File: config.mk
export PLATFORM = sky130hd
export DESIGN_NAME = ctrl_field
export DESIGN_NICKNAME = d
export VERILOG_FILES = /design/src/rtl/ctrl_field.sv
export SDC_FILE = /design/constraint.sdc
export NUM_CORES = 1
export LEC_CHECK = 0
export ABC_AREA = 1
export CAP_MARGIN = 30
export CORE_MARGIN = 10
export CORE_UTILIZATION = 45
export DETAILED_ROUTE_END_ITERATION = 10
export PLACE_DENSITY = 0.67
export SYNTH_ARGS = -nofsm -noshare
export SYNTH_HDL_FRONTEND = slang
export SYNTH_HIERARCHICAL = 1
export SYNTH_SLANG_ARGS = --single-unit
File: constraint.sdc
create_clock -name clock -period 3.1 [get_ports clock]
set_clock_uncertainty 0.15 [all_clocks]
set_input_delay 0.93 -clock clock [delete_from_list [all_inputs] [get_ports clock]]
set_output_delay 0.93 -clock clock [all_outputs]
set_load 0.01 [all_outputs]
File: src/rtl/ctrl_field.sv
// ctrl_field: CAN base-format control-field transmitter (IDE, r0, DLC[3:0]).
// Starts on the RTR stage's completion pulse and serialises the field MSB first.
// Each field bit advances only on a qualified sample point; stuff-bit times stall it.
// On completion it pulses the data-field stage and forwards the captured frame
// type and the decoded payload byte count.
`timescale 1ns/1ps

module ctrl_field #(
   parameter int MAX_BYTES = 8
) (
   input  logic       clock,
   input  logic       reset,
   input  logic       enable,
   input  logic       sample_point,
   input  logic       stuff_bit_inserted,
   input  logic       rtr_complete,
   input  logic       frame_type_in,
   input  logic [3:0] dlc_in,
   output logic       ctrl_bit,
   output logic       ctrl_complete,
   output logic       frame_type_out,
   output logic [3:0] data_bytes
);

   typedef enum logic [1:0] {
      ST_IDLE     = 2'b00,
      ST_SHIFT    = 2'b01,
      ST_COMPLETE = 2'b10
   } state_t;

   // Payload ceiling folded into the 4-bit width of data_bytes.
   localparam logic [3:0] MAX_BYTES_C = (MAX_BYTES > 15) ? 4'd15 : 4'(MAX_BYTES);

   // Index of the last field bit (DLC0); the following advance ends the field.
   localparam logic [2:0] LAST_CNT_C = 3'd5;

   // Remote frames carry no payload; data frames saturate DLC at the ceiling.
   function automatic logic [3:0] payload_bytes(input logic ft, input logic [3:0] dlc);
      logic [3:0] res;
      if (ft) begin
         res = 4'd0;
      end else if (dlc > MAX_BYTES_C) begin
         res = MAX_BYTES_C;
      end else begin
         res = dlc;
      end
      return res;
   endfunction

   state_t     state_r,          state_nxt_s;
   logic       ctrl_bit_r,       ctrl_bit_nxt_s;
   logic       ctrl_complete_r,  ctrl_complete_nxt_s;
   logic       frame_type_r,     frame_type_nxt_s;
   logic [3:0] data_bytes_r,     data_bytes_nxt_s;
   logic [2:0] bit_cnt_r,        bit_cnt_nxt_s;
   logic [4:0] shift_r,          shift_nxt_s;
   logic       advance_s;

   // A stuff-bit time never consumes a control-field bit.
   assign advance_s = sample_point & ~stuff_bit_inserted;

   // Next-state and next-output logic; every register holds unless told otherwise.
   always_comb begin
      state_nxt_s         = state_r;
      ctrl_bit_nxt_s      = ctrl_bit_r;
      ctrl_complete_nxt_s = ctrl_complete_r;
      frame_type_nxt_s    = frame_type_r;
      data_bytes_nxt_s    = data_bytes_r;
      bit_cnt_nxt_s       = bit_cnt_r;
      shift_nxt_s         = shift_r;

      if (!enable) begin
         state_nxt_s         = ST_IDLE;
         ctrl_bit_nxt_s      = 1'b1;
         ctrl_complete_nxt_s = 1'b0;
         frame_type_nxt_s    = 1'b0;
         data_bytes_nxt_s    = 4'd0;
         bit_cnt_nxt_s       = 3'd0;
         shift_nxt_s         = 5'd0;
      end else begin
         case (state_r)
            ST_IDLE: begin
               ctrl_bit_nxt_s      = 1'b1;
               ctrl_complete_nxt_s = 1'b0;
               if (rtr_complete) begin
                  // IDE (dominant) goes out right away; r0 and DLC wait in the shifter.
                  state_nxt_s      = ST_SHIFT;
                  ctrl_bit_nxt_s   = 1'b0;
                  shift_nxt_s      = {1'b0, dlc_in};
                  bit_cnt_nxt_s    = 3'd0;
                  frame_type_nxt_s = frame_type_in;
                  data_bytes_nxt_s = payload_bytes(frame_type_in, dlc_in);
               end else begin
                  state_nxt_s = ST_IDLE;
               end
            end

            ST_SHIFT: begin
               if (advance_s) begin
                  if (bit_cnt_r < LAST_CNT_C) begin
                     ctrl_bit_nxt_s = shift_r[4];
                     shift_nxt_s    = {shift_r[3:0], 1'b0};
                     bit_cnt_nxt_s  = bit_cnt_r + 3'd1;
                  end else begin
                     // DLC0 has been sampled: release the bus and notify downstream.
                     state_nxt_s         = ST_COMPLETE;
                     ctrl_bit_nxt_s      = 1'b1;
                     ctrl_complete_nxt_s = 1'b1;
                  end
               end else begin
                  state_nxt_s = ST_SHIFT;
               end
            end

            ST_COMPLETE: begin
               // Single-cycle completion pulse; a start seen here is not accepted.
               state_nxt_s         = ST_IDLE;
               ctrl_bit_nxt_s      = 1'b1;
               ctrl_complete_nxt_s = 1'b0;
            end

            default: begin
               state_nxt_s         = ST_IDLE;
               ctrl_bit_nxt_s      = 1'b1;
               ctrl_complete_nxt_s = 1'b0;
               frame_type_nxt_s    = 1'b0;
               data_bytes_nxt_s    = 4'd0;
               bit_cnt_nxt_s       = 3'd0;
               shift_nxt_s         = 5'd0;
            end
         endcase
      end
   end

   // State and output registers with asynchronous reset to the idle values.
   always_ff @(posedge clock or posedge reset) begin
      if (reset) begin
         state_r         <= ST_IDLE;
         ctrl_bit_r      <= 1'b1;
         ctrl_complete_r <= 1'b0;
         frame_type_r    <= 1'b0;
         data_bytes_r    <= 4'd0;
         bit_cnt_r       <= 3'd0;
         shift_r         <= 5'd0;
      end else begin
         state_r         <= state_nxt_s;
         ctrl_bit_r      <= ctrl_bit_nxt_s;
         ctrl_complete_r <= ctrl_complete_nxt_s;
         frame_type_r    <= frame_type_nxt_s;
         data_bytes_r    <= data_bytes_nxt_s;
         bit_cnt_r       <= bit_cnt_nxt_s;
         shift_r         <= shift_nxt_s;
      end
   end

   assign ctrl_bit       = ctrl_bit_r;
   assign ctrl_complete  = ctrl_complete_r;
   assign frame_type_out = frame_type_r;
   assign data_bytes     = data_bytes_r;

   ctrl_field_chk u_chk (
      .clock         (clock),
      .reset         (reset),
      .ctrl_bit      (ctrl_bit_r),
      .ctrl_complete (ctrl_complete_r),
      .bit_cnt       (bit_cnt_r),
      .state         (state_r)
   );

endmodule

// ctrl_field_chk: structural invariants of the control-field transmitter.
module ctrl_field_chk (
   input logic       clock,
   input logic       reset,
   input logic       ctrl_bit,
   input logic       ctrl_complete,
   input logic [2:0] bit_cnt,
   input logic [1:0] state
);

   // The bit counter stops at DLC0 and never wraps.
   a_cnt_range: assert property (@(posedge clock) disable iff (reset)
      bit_cnt <= 3'd5);

   // Completion is a one-cycle pulse.
   a_pulse: assert property (@(posedge clock) disable iff (reset)
      ctrl_complete |=> !ctrl_complete);

   // The bus is recessive while completion is signalled.
   a_recessive: assert property (@(posedge clock) disable iff (reset)
      ctrl_complete |-> ctrl_bit);

   // The unused state encoding is never reached.
   a_legal_state: assert property (@(posedge clock) disable iff (reset)
      state != 2'b11);

endmodule

Word level (Yosys, flattened, before mapping)
Cells that the tools add are included.
Widths: inputs -> output; s select.
Operators by class
  reduce and logical (&&, ||, !) cells: 5
  order comparisons: 2
  mux-type cells: 32
  equal/unequal tests: 9
  $add $sub $neg: 1
  bitwise logic cells: 2
Operators by type and width (count)
  $mux 5: 4
  $mux 4: 4
  $pmux 5 s3: 1
  $mux 3: 4
  $ne 3x3->1 const B: 4
  $mux 1: 11
  $pmux 3 s3: 1
  $pmux 4 s2: 1
  $mux 2: 3
  $gt 4x4->1 const B: 1
  $ne 2x2->1 const B: 2
  $ne 4x4->1 const B: 1
  $pmux 1 s2: 2
  $pmux 2 s2: 1
  $reduce_and 2->1: 2
  $reduce_and 4->1: 1
  $add 3x1->3 const B: 1
  $lt 3x3->1 const B: 1
  $eq 2x1->1 const B: 1
  $eq 2x2->1 const B: 1
  $logic_not 2->1: 1
  $reduce_or 2->1: 1
  $and 1x1->1: 1
  $not 1->1: 1
Word-level totals
  input bits: 11
  flip-flop bits (word level): 17

Logic depth before layout (Yosys ltp)
Gate-level depths: netlist of run 1.
  depth in word-level cells: 6
  depth in mapped cells: 9
  gate-level depth less buffers: 9

Worst setup path after synthesis of run 1
Ideal clock, no wire load.
  path kind: in2reg
  start: input port enable
  end: register bit_cnt_r[0]
  path buffers: 1
  cell stages on the path: 7
  slack: 1274 ps
  arrival: 1560 ps
  setup time: 117 ps
  cells stage by stage: buf_4 > nand2_2 > inv_2 > nand2_2 > nand3_4 > nand2_1 > nand2_1
Between the ends
  word-level cells in the longest chain between the ends: 2
  elaborated cells between the ends (all ways): 6
  those cells by class: eq/ne: 4; mux: 1; reduce/logical: 1
Ends and longest elaborated chain
  from (decl): RTL line 13  | input logic enable,
  $ne 3x3->1 (no line) / $ne 2x2->1 (equally long branches)
  $reduce_and 4->1 (no line)
  to (signal assigned): RTL line 151  | bit_cnt_r <= bit_cnt_nxt_s;
  to (decl): RTL line 55  | logic [2:0] bit_cnt_r, bit_cnt_nxt_s;
Parallel ways exist; a longest one is shown, timed or not.
A chain may end at the register's enable or synchronous reset.

Worst setup path in the final report of run 1
  start: register ctrl_bit_r, in the netlist ctrl_bit
  end: output port ctrl_bit
RTL lines
  from (decl): RTL line 51  | logic ctrl_bit_r, ctrl_bit_nxt_s;
  from (signal assigned): RTL line 147  | ctrl_bit_r <= ctrl_bit_nxt_s;
  to (decl): RTL line 19  | output logic ctrl_bit,
No word-level cell between the ends.

==> results of run 1 <==
[stage by stage]
step                      hold WS, ns  area [sq um]  cells  util [%]  total power [mW]
after global placement          0.313          1170    168      58.7             0.348
after global routing            0.375          1200    172      60.0             0.491
after floorplan                 0.292           976    125         -             0.309
after detailed placement        0.320          1170    168      58.7             0.348
after CTS                       0.348          1200    172      60.0             0.470
final                           0.344          1200    172      60.0             0.465
[per-layer routing]
metal  track usage, %  vias to the layer above  routed length, um
li1                 -                      440                  -
met1             12.6                      401               1020
met2             15.0                       27                917
met3             4.68                        5                183
met4             4.19                        0                 27
met5                0                        -                  0
[logic make-up (layout without fill, tap and decap cells)]
logic type	count (synthesis)	after routing	synth area share, %
and+or+nand+nor	77	77	38.5
buffers and inverters	20	40	8.20
DFF	17	17	43.7
AOI/OAI and AO/OA	7	7	4.49
adders and majority gates	4	4	5.13
[sequential cells by signal, summed over array words and instances (netlist names)]
signal          flops
data_bytes          4
state_r             2
ctrl_bit            1
frame_type_out      1
shift_r             5
bit_cnt_r           3
ctrl_complete       1
[cells in the final DEF (no fill, tap or decap)]
cell type and n:
sky130_fd_sc_hd__nand2_1 39, sky130_fd_sc_hd__nand3_1 18, sky130_fd_sc_hd__inv_1 17, sky130_fd_sc_hd__clkdlybuf4s50_1 17, sky130_fd_sc_hd__dfrtp_1 16, sky130_fd_sc_hd__nand4_1 6, sky130_fd_sc_hd__nor2_1 5, sky130_fd_sc_hd__nand2_2 5
sky130_fd_sc_hd__ha_1 4, sky130_fd_sc_hd__o21ai_0 3, sky130_fd_sc_hd__clkbuf_4 3, sky130_fd_sc_hd__nor2_4 2, sky130_fd_sc_hd__inv_2 1, sky130_fd_sc_hd__nand2_4 1, sky130_fd_sc_hd__nand3_4 1, sky130_fd_sc_hd__o21ai_2 1
sky130_fd_sc_hd__a21oi_1 1, sky130_fd_sc_hd__o21bai_1 1, sky130_fd_sc_hd__o31ai_1 1, sky130_fd_sc_hd__clkbuf_1 1, sky130_fd_sc_hd__dfstp_2 1, sky130_fd_sc_hd__buf_4 1
[worst paths after layout]
path | from | to | depth (start not counted)
setup / recovery | ctrl_bit | ctrl_bit | 1
hold / removal | shift_r[4] | shift_r[4] | 2
setup reg to reg | state_r[1] | bit_cnt_r[0] | 8
hold reg to reg | shift_r[4] | shift_r[4] | 2
max in group asynchronous | reset | bit_cnt_r[1] | 2
min in group asynchronous | reset | data_bytes[0] | 2
[cell type report]
cell class              instances  area [sq um]  share of cell area [%]
clock buffers                   4          26.3                    2.19
inverters                      18          67.6                    5.63
multi-input cells              88           469                    39.1
flip-flops and latches         17           427                    35.5
well taps                      27          33.8                    2.81
repair buffers                 18           178                    14.8
[tightest hold or removal path, cell delays in order, from the launching register on]
cell and delay, ns:
sky130_fd_sc_hd__dfrtp_1 0.36, sky130_fd_sc_hd__nand2_1 0.06, sky130_fd_sc_hd__nand2_1 0.05
[power groups by stage]
stage	clock network [mW]	logic [mW]	registers [mW]
CTS	0.126	0.0987	0.246
global route	0.134	0.110	0.248
floorplan	0	0.0584	0.250
finish	0.120	0.0985	0.246
detailed placement	0	0.0981	0.250
global placement	0	0.0977	0.250
==> flow_metrics.py, run 1 <==
metrics = {
    "status": {
        "status": "completed",
    },
    "yosys": {
        "netlist.area_leader.share_pct": 41.0,
        "postSynthRegisterBits": 17,
        "dominantRegCellSynth": "sky130_fd_sc_hd__dfrtp_1",
        "postSynth.asyncResetShare_pct": 100,
        "synthesis.area_sq_um": 976,
        "post_synth_num_cell_types": 20,
        "synth_top_cell_by_area": "sky130_fd_sc_hd__dfrtp_1",
        "synth_enable_flop_cells": 0,
        "fraction_of_the_yosys_area_taken_by_sequential_cells_pct": 43.7,
        "syn_inst": 125,
        "ys_top_cells_by_area": "sky130_fd_sc_hd__dfrtp_1 (41%), sky130_fd_sc_hd__nand2_1 (15%), sky130_fd_sc_hd__nand3_1 (9.2%), sky130_fd_sc_hd__inv_1 (6.5%), sky130_fd_sc_hd__ha_1 (5.1%)",
        "dominant_cell_by_count_in_the_synthesized_netlist": "sky130_fd_sc_hd__nand2_1",
        "synthesis.nets": 140,
        "ys_warn_count": 6,
        "post_synth.cell_area_avg_sq_um": 7.81,
        "synth_commonest_cells": "sky130_fd_sc_hd__nand2_1 (39), sky130_fd_sc_hd__nand3_1 (18), sky130_fd_sc_hd__inv_1 (17), sky130_fd_sc_hd__dfrtp_1 (16), sky130_fd_sc_hd__nand4_1 (6)",
    },
    "power_and_ir_drop": {
        "seq_power_share_pct": 52.9,
        "power.density_cell_area_nw_per_um2": 387,
        "comb_power_share_pct": 21.2,
        "power.internal_uw": 328,
        "p_leak_nw": 0.623,
        "power.switching_fraction_pct": 29.4,
        "p_switching_uw": 137,
        "power.ir.vdd_worst_mv": 0.235,
        "p_clk_share_pct": 25.9,
    },
    "route": {
        "vias": 873,
        "drt_drc": 0,
        "post_drt_via_cell_ratio": 5.08,
        "drt_iter0_markers": 43,
        "antenna_left": 0,
        "dr.pass1.iters": 4,
        "wl_per_cell_um": 12.5,
        "totalWireLength_um": 2150,
    },
    "timing": {
        "final.setup.tns_ns": 0,
        "report.final.setup_viol": 0,
        "final-hold-violation-count": 0,
        "timing.fmax_ghz": 0.410,
        "grt_setup_unrepaired": "false",
        "setup_slack_ns": 0.662,
        "layout_worst_path_cycle_share_pct": 78.6,
        "period_minus_slack_ns": 2.44,
        "final_max_slew_viol_count": 0,
        "max_slew.worst_pin.slew_ns": 0.685,
        "maxSlewHeadroom_pct": 54.3,
    },
    "global_route": {
        "grt_usage_pct": 10.2,
        "grt_overflow_total": 0,
        "first_global_vias": 812,
        "grt_max_degree": 18,
        "grt_first_pass_wirelength_um": 3570,
        "initial_antenna_violation_count": 0,
    },
    "die": {
        "core.rowCount": 16,
        "core-area_sq_um": 2000,
        "num_io_pins": 18,
        "die_area_sq_um": 4430,
        "initial_utilization_pct": 48.8,
        "die_x_um": 66.6,
        "die_height_um": 66.6,
    },
    "layout": {
        "synthToLayoutAreaGrowth_pct": 23.1,
        "drive_above_1_share_pct": 11.0,
        "final_nets": 161,
        "nFillCells": 180,
        "final_antenna_diode_count": 0,
    },
    "clocking": {
        "clock_tree_from_tritoncts": "built",
        "clk_pin_slew_ns": 0.10,
        "tritoncts_num_sinks": 17,
        "cts-hold-fix-buffers": 0,
        "cts_root_buffer": "sky130_fd_sc_hd__clkbuf_4",
        "clock_path_buffers": 2,
        "clk-insertion-delay-late_ns": 0.29,
        "post-cts-setup-buffers": 0,
        "cts_resized": 0,
        "htreeDepth": 1,
        "cts-buffers-inserted": 3,
    },
    "worst_setup_path": {
        "worst-endpoint-arrival_ns": 1.36,
        "cp-start-kind": "flip-flop",
        "cp_top_family": "flip-flops",
        "timing.critical_path.to_type": "output pin",
        "path_cells": "clkdlybuf4s50_1",
        "timing.setup.critical_path_class": "reg2out",
        "critical_path_peak_fanout": 2,
        "crit_slowest_cell": "sky130_fd_sc_hd__dfstp_2",
        "required_time_worst_endpoint_ns": 2.02,
        "reg2reg_setup_slack_ns": 1.46,
        "cp.buffers_inverters": 1,
        "critical-path-max-stage-delay_ns": 0.54,
    },
    "place": {
        "place_ws_ns": 0.574,
        "number_of_input_and_output_port_buffers_inserted": 17,
        "place_congestion": 0.824,
        "post-dp-hpwl_um": 1690,
    },
    "min_path": {
        "min-delay-path-class": "reg2reg",
    },
    "job": {
        "max-cap-violations": 0,
    },
}
No activity file was read; power rests on OpenSTA's default activity.
==> run 2: changes to the inputs <==
--- a/config.mk
+++ b/config.mk
@@ -10,7 +10,7 @@
 export CORE_MARGIN = 10
 export CORE_UTILIZATION = 45
 export DETAILED_ROUTE_END_ITERATION = 10
-export PLACE_DENSITY = 0.67
+export PLACE_DENSITY = 0.7
 export SYNTH_ARGS = -nofsm -noshare
 export SYNTH_HDL_FRONTEND = slang
 export SYNTH_HIERARCHICAL = 1
==> constraint.sdc (replaced) <==
create_clock -name clock -period 2.2 [get_ports clock]
set_clock_uncertainty 0.15 [all_clocks]
set_input_delay 0.66 -clock clock [delete_from_list [all_inputs] [get_ports clock]]
set_output_delay 0.66 -clock clock [all_outputs]
set_load 0.01 [all_outputs]
==> run 2 against run 1 <==
Effect of this change:
- non-clock buffer count up 1
- count of clock-buffer cells in the layout unchanged
- first-iteration DRC count is 21% lower
- total power increased by 40%
- sequential share of layout area is 0.29 points lower
- critical endpoint is now data_bytes[3]
- largest power group unchanged
==> flow_metrics.py, run 2 (synthesis gave the netlist of run 1 again) <==
metrics = {
    "status": {
        "status": "completed",
    },
    "timing": {
        "maxSlewHeadroom_pct": 81.8,
        "final.setup.tns_ns": 0,
        "final-hold-violation-count": 0,
        "timing.fmax_ghz": 0.499,
        "max_slew.worst_pin.slew_ns": 0.272,
        "report.final.setup_viol": 0,
        "grt_setup_unrepaired": "false",
        "final_max_slew_viol_count": 0,
        "period_minus_slack_ns": 2.00,
        "layout_worst_path_cycle_share_pct": 91.0,
    },
    "power_and_ir_drop": {
        "power.ir.vdd_worst_mv": 0.430,
        "power.internal_uw": 462,
        "seq_power_share_pct": 53.2,
        "power.switching_fraction_pct": 28.9,
        "p_clk_share_pct": 25.6,
        "p_switching_uw": 188,
        "p_leak_nw": 0.633,
        "post-layout-total-power_uw": 650,
        "power.density_cell_area_nw_per_um2": 537,
        "comb_power_share_pct": 21.2,
    },
    "place": {
        "place_congestion": 0.823,
        "number_of_input_and_output_port_buffers_inserted": 17,
        "number_of_cells_in_the_design_after_placement": 169,
        "post-dp-hpwl_um": 1740,
        "cell_area_placed_sq_um": 1180,
    },
    "clocking": {
        "post-cts-setup-buffers": 0,
        "htreeDepth": 1,
        "clk-insertion-delay-late_ns": 0.29,
        "cts-buffers-inserted": 3,
        "clock_path_buffers": 2,
        "tritoncts_num_sinks": 17,
        "clk_pin_slew_ns": 0.10,
        "clock_tree_from_tritoncts": "built",
        "cts-hold-fix-buffers": 0,
        "cts_root_buffer": "sky130_fd_sc_hd__clkbuf_4",
        "cts_resized": 0,
    },
    "global_route": {
        "grt_usage_pct": 10.6,
        "grt_overflow_total": 0,
        "grt_max_degree": 18,
        "grt_first_pass_wirelength_um": 3770,
        "first_global_vias": 845,
        "initial_antenna_violation_count": 0,
    },
    "layout": {
        "layout.core_utilization_pct": 60.5,
        "drive_above_1_share_pct": 11.6,
        "top_register": "shift_r",
        "final_nets": 162,
        "layout_common_cells": "sky130_fd_sc_hd__nand2_1 (39), sky130_fd_sc_hd__nand3_1 (18), sky130_fd_sc_hd__inv_1 (17)",
        "register_area_sq_um": 427,
        "fin_cells": 173,
        "synthToLayoutAreaGrowth_pct": 24.1,
        "largest_register_ff_count": 5,
        "final_design_area_no_fill_sq_um": 1210,
        "final_antenna_diode_count": 0,
        "nFillCells": 189,
        "mostFrequentLayoutCell": "sky130_fd_sc_hd__nand2_1",
        "multi_input_area_sq_um": 469,
    },
    "route": {
        "vias": 866,
        "post_drt_via_cell_ratio": 5.01,
        "dr.pass1.iters": 5,
        "antenna_left": 0,
        "drt_iter0_markers": 34,
        "drt_drc": 0,
        "totalWireLength_um": 2120,
        "wl_per_cell_um": 12.2,
    },
    "worst_setup_path": {
        "required_time_worst_endpoint_ns": 1.39,
        "crit_slowest_cell": "sky130_fd_sc_hd__clkdlybuf4s50_1",
        "timing.setup.critical_path_class": "reg2out",
        "path_cells": "clkdlybuf4s50_1",
        "critical-path-max-stage-delay_ns": 0.54,
        "timing.critical_path.to_type": "output pin",
        "worst-endpoint-arrival_ns": 1.19,
        "cp-start-kind": "flip-flop",
        "cp_top_family": "buffers and inverters",
        "cp.buffers_inverters": 1,
        "critical_path_peak_fanout": 2,
    },
    "die": {
        "num_io_pins": 18,
        "die_x_um": 66.6,
        "die_height_um": 66.6,
        "initial_utilization_pct": 48.8,
        "core-area_sq_um": 2000,
        "die_area_sq_um": 4430,
        "core.rowCount": 16,
    },
    "min_path": {
        "min-delay-path-class": "reg2reg",
    },
    "job": {
        "max-cap-violations": 0,
    },
}
-- run 2: cell types whose count changed in the layout (fill, tap and decap cells not counted), sizes merged --
cell and change:
clkdlybuf4s50 -1, dlymetal6s2s +1, buf +1
-- run 2: worst paths after layout --
| path | start | to | slack (ns) | depth (start not counted) |
|---|---|---|---|---|
| worst min register to register | shift_r[4] | shift_r[4] | 0.35 | 2 |
| worst min-delay path | shift_r[4] | shift_r[4] | 0.35 | 2 |
| worst max register to register | state_r[1] | shift_r[2] | 0.56 | 8 |
| worst max-delay path | data_bytes[3] | data_bytes[3] | 0.20 | 1 |
| max in group asynchronous | reset | ctrl_bit | 1.13 | 3 |
| min in group asynchronous | reset | state_r[1] | 0.52 | 3 |
-- run 2: per-stage QoR --
stage | worst slack [ns] | hold slack (ns)
after CTS | 0.0119 | 0.346
after global routing | 0.138 | 0.382
after floorplan | 0.644 | 0.292
after global placement | 0.177 | 0.308
after detailed placement | 0.140 | 0.324
final | 0.198 | 0.345
-- run 2: area by class of cell --
cell class	count	area share (%)
multi-input combinational	88	38.7
sequential	17	35.2
timing repair buffer	19	15.5
inverter	18	5.58
tap	27	2.79
clock buffer	4	2.17
-- run 2: layer usage --
metal | share of wire, % | vias to the layer above | wire length (um) | GRT usage, %
met5 | 0 | - | 0 | 0
li1 | - | 440 | - | -
met1 | 44 | 401 | 936 | 13.6
met3 | 6.0 | 4 | 126 | 2.51
met2 | 49 | 21 | 1030 | 16.8
met4 | 1.2 | 0 | 26 | 3.93
-- run 2: power by group through the flow --
stage | clock [mW] | sequential (mW) | combinational (mW)
after CTS | 0.171 | 0.346 | 0.140
final | 0.166 | 0.346 | 0.138
after global placement | 0 | 0.352 | 0.137
after detailed placement | 0 | 0.353 | 0.140
after floorplan | 0 | 0.353 | 0.0823
after global routing | 0.182 | 0.350 | 0.156
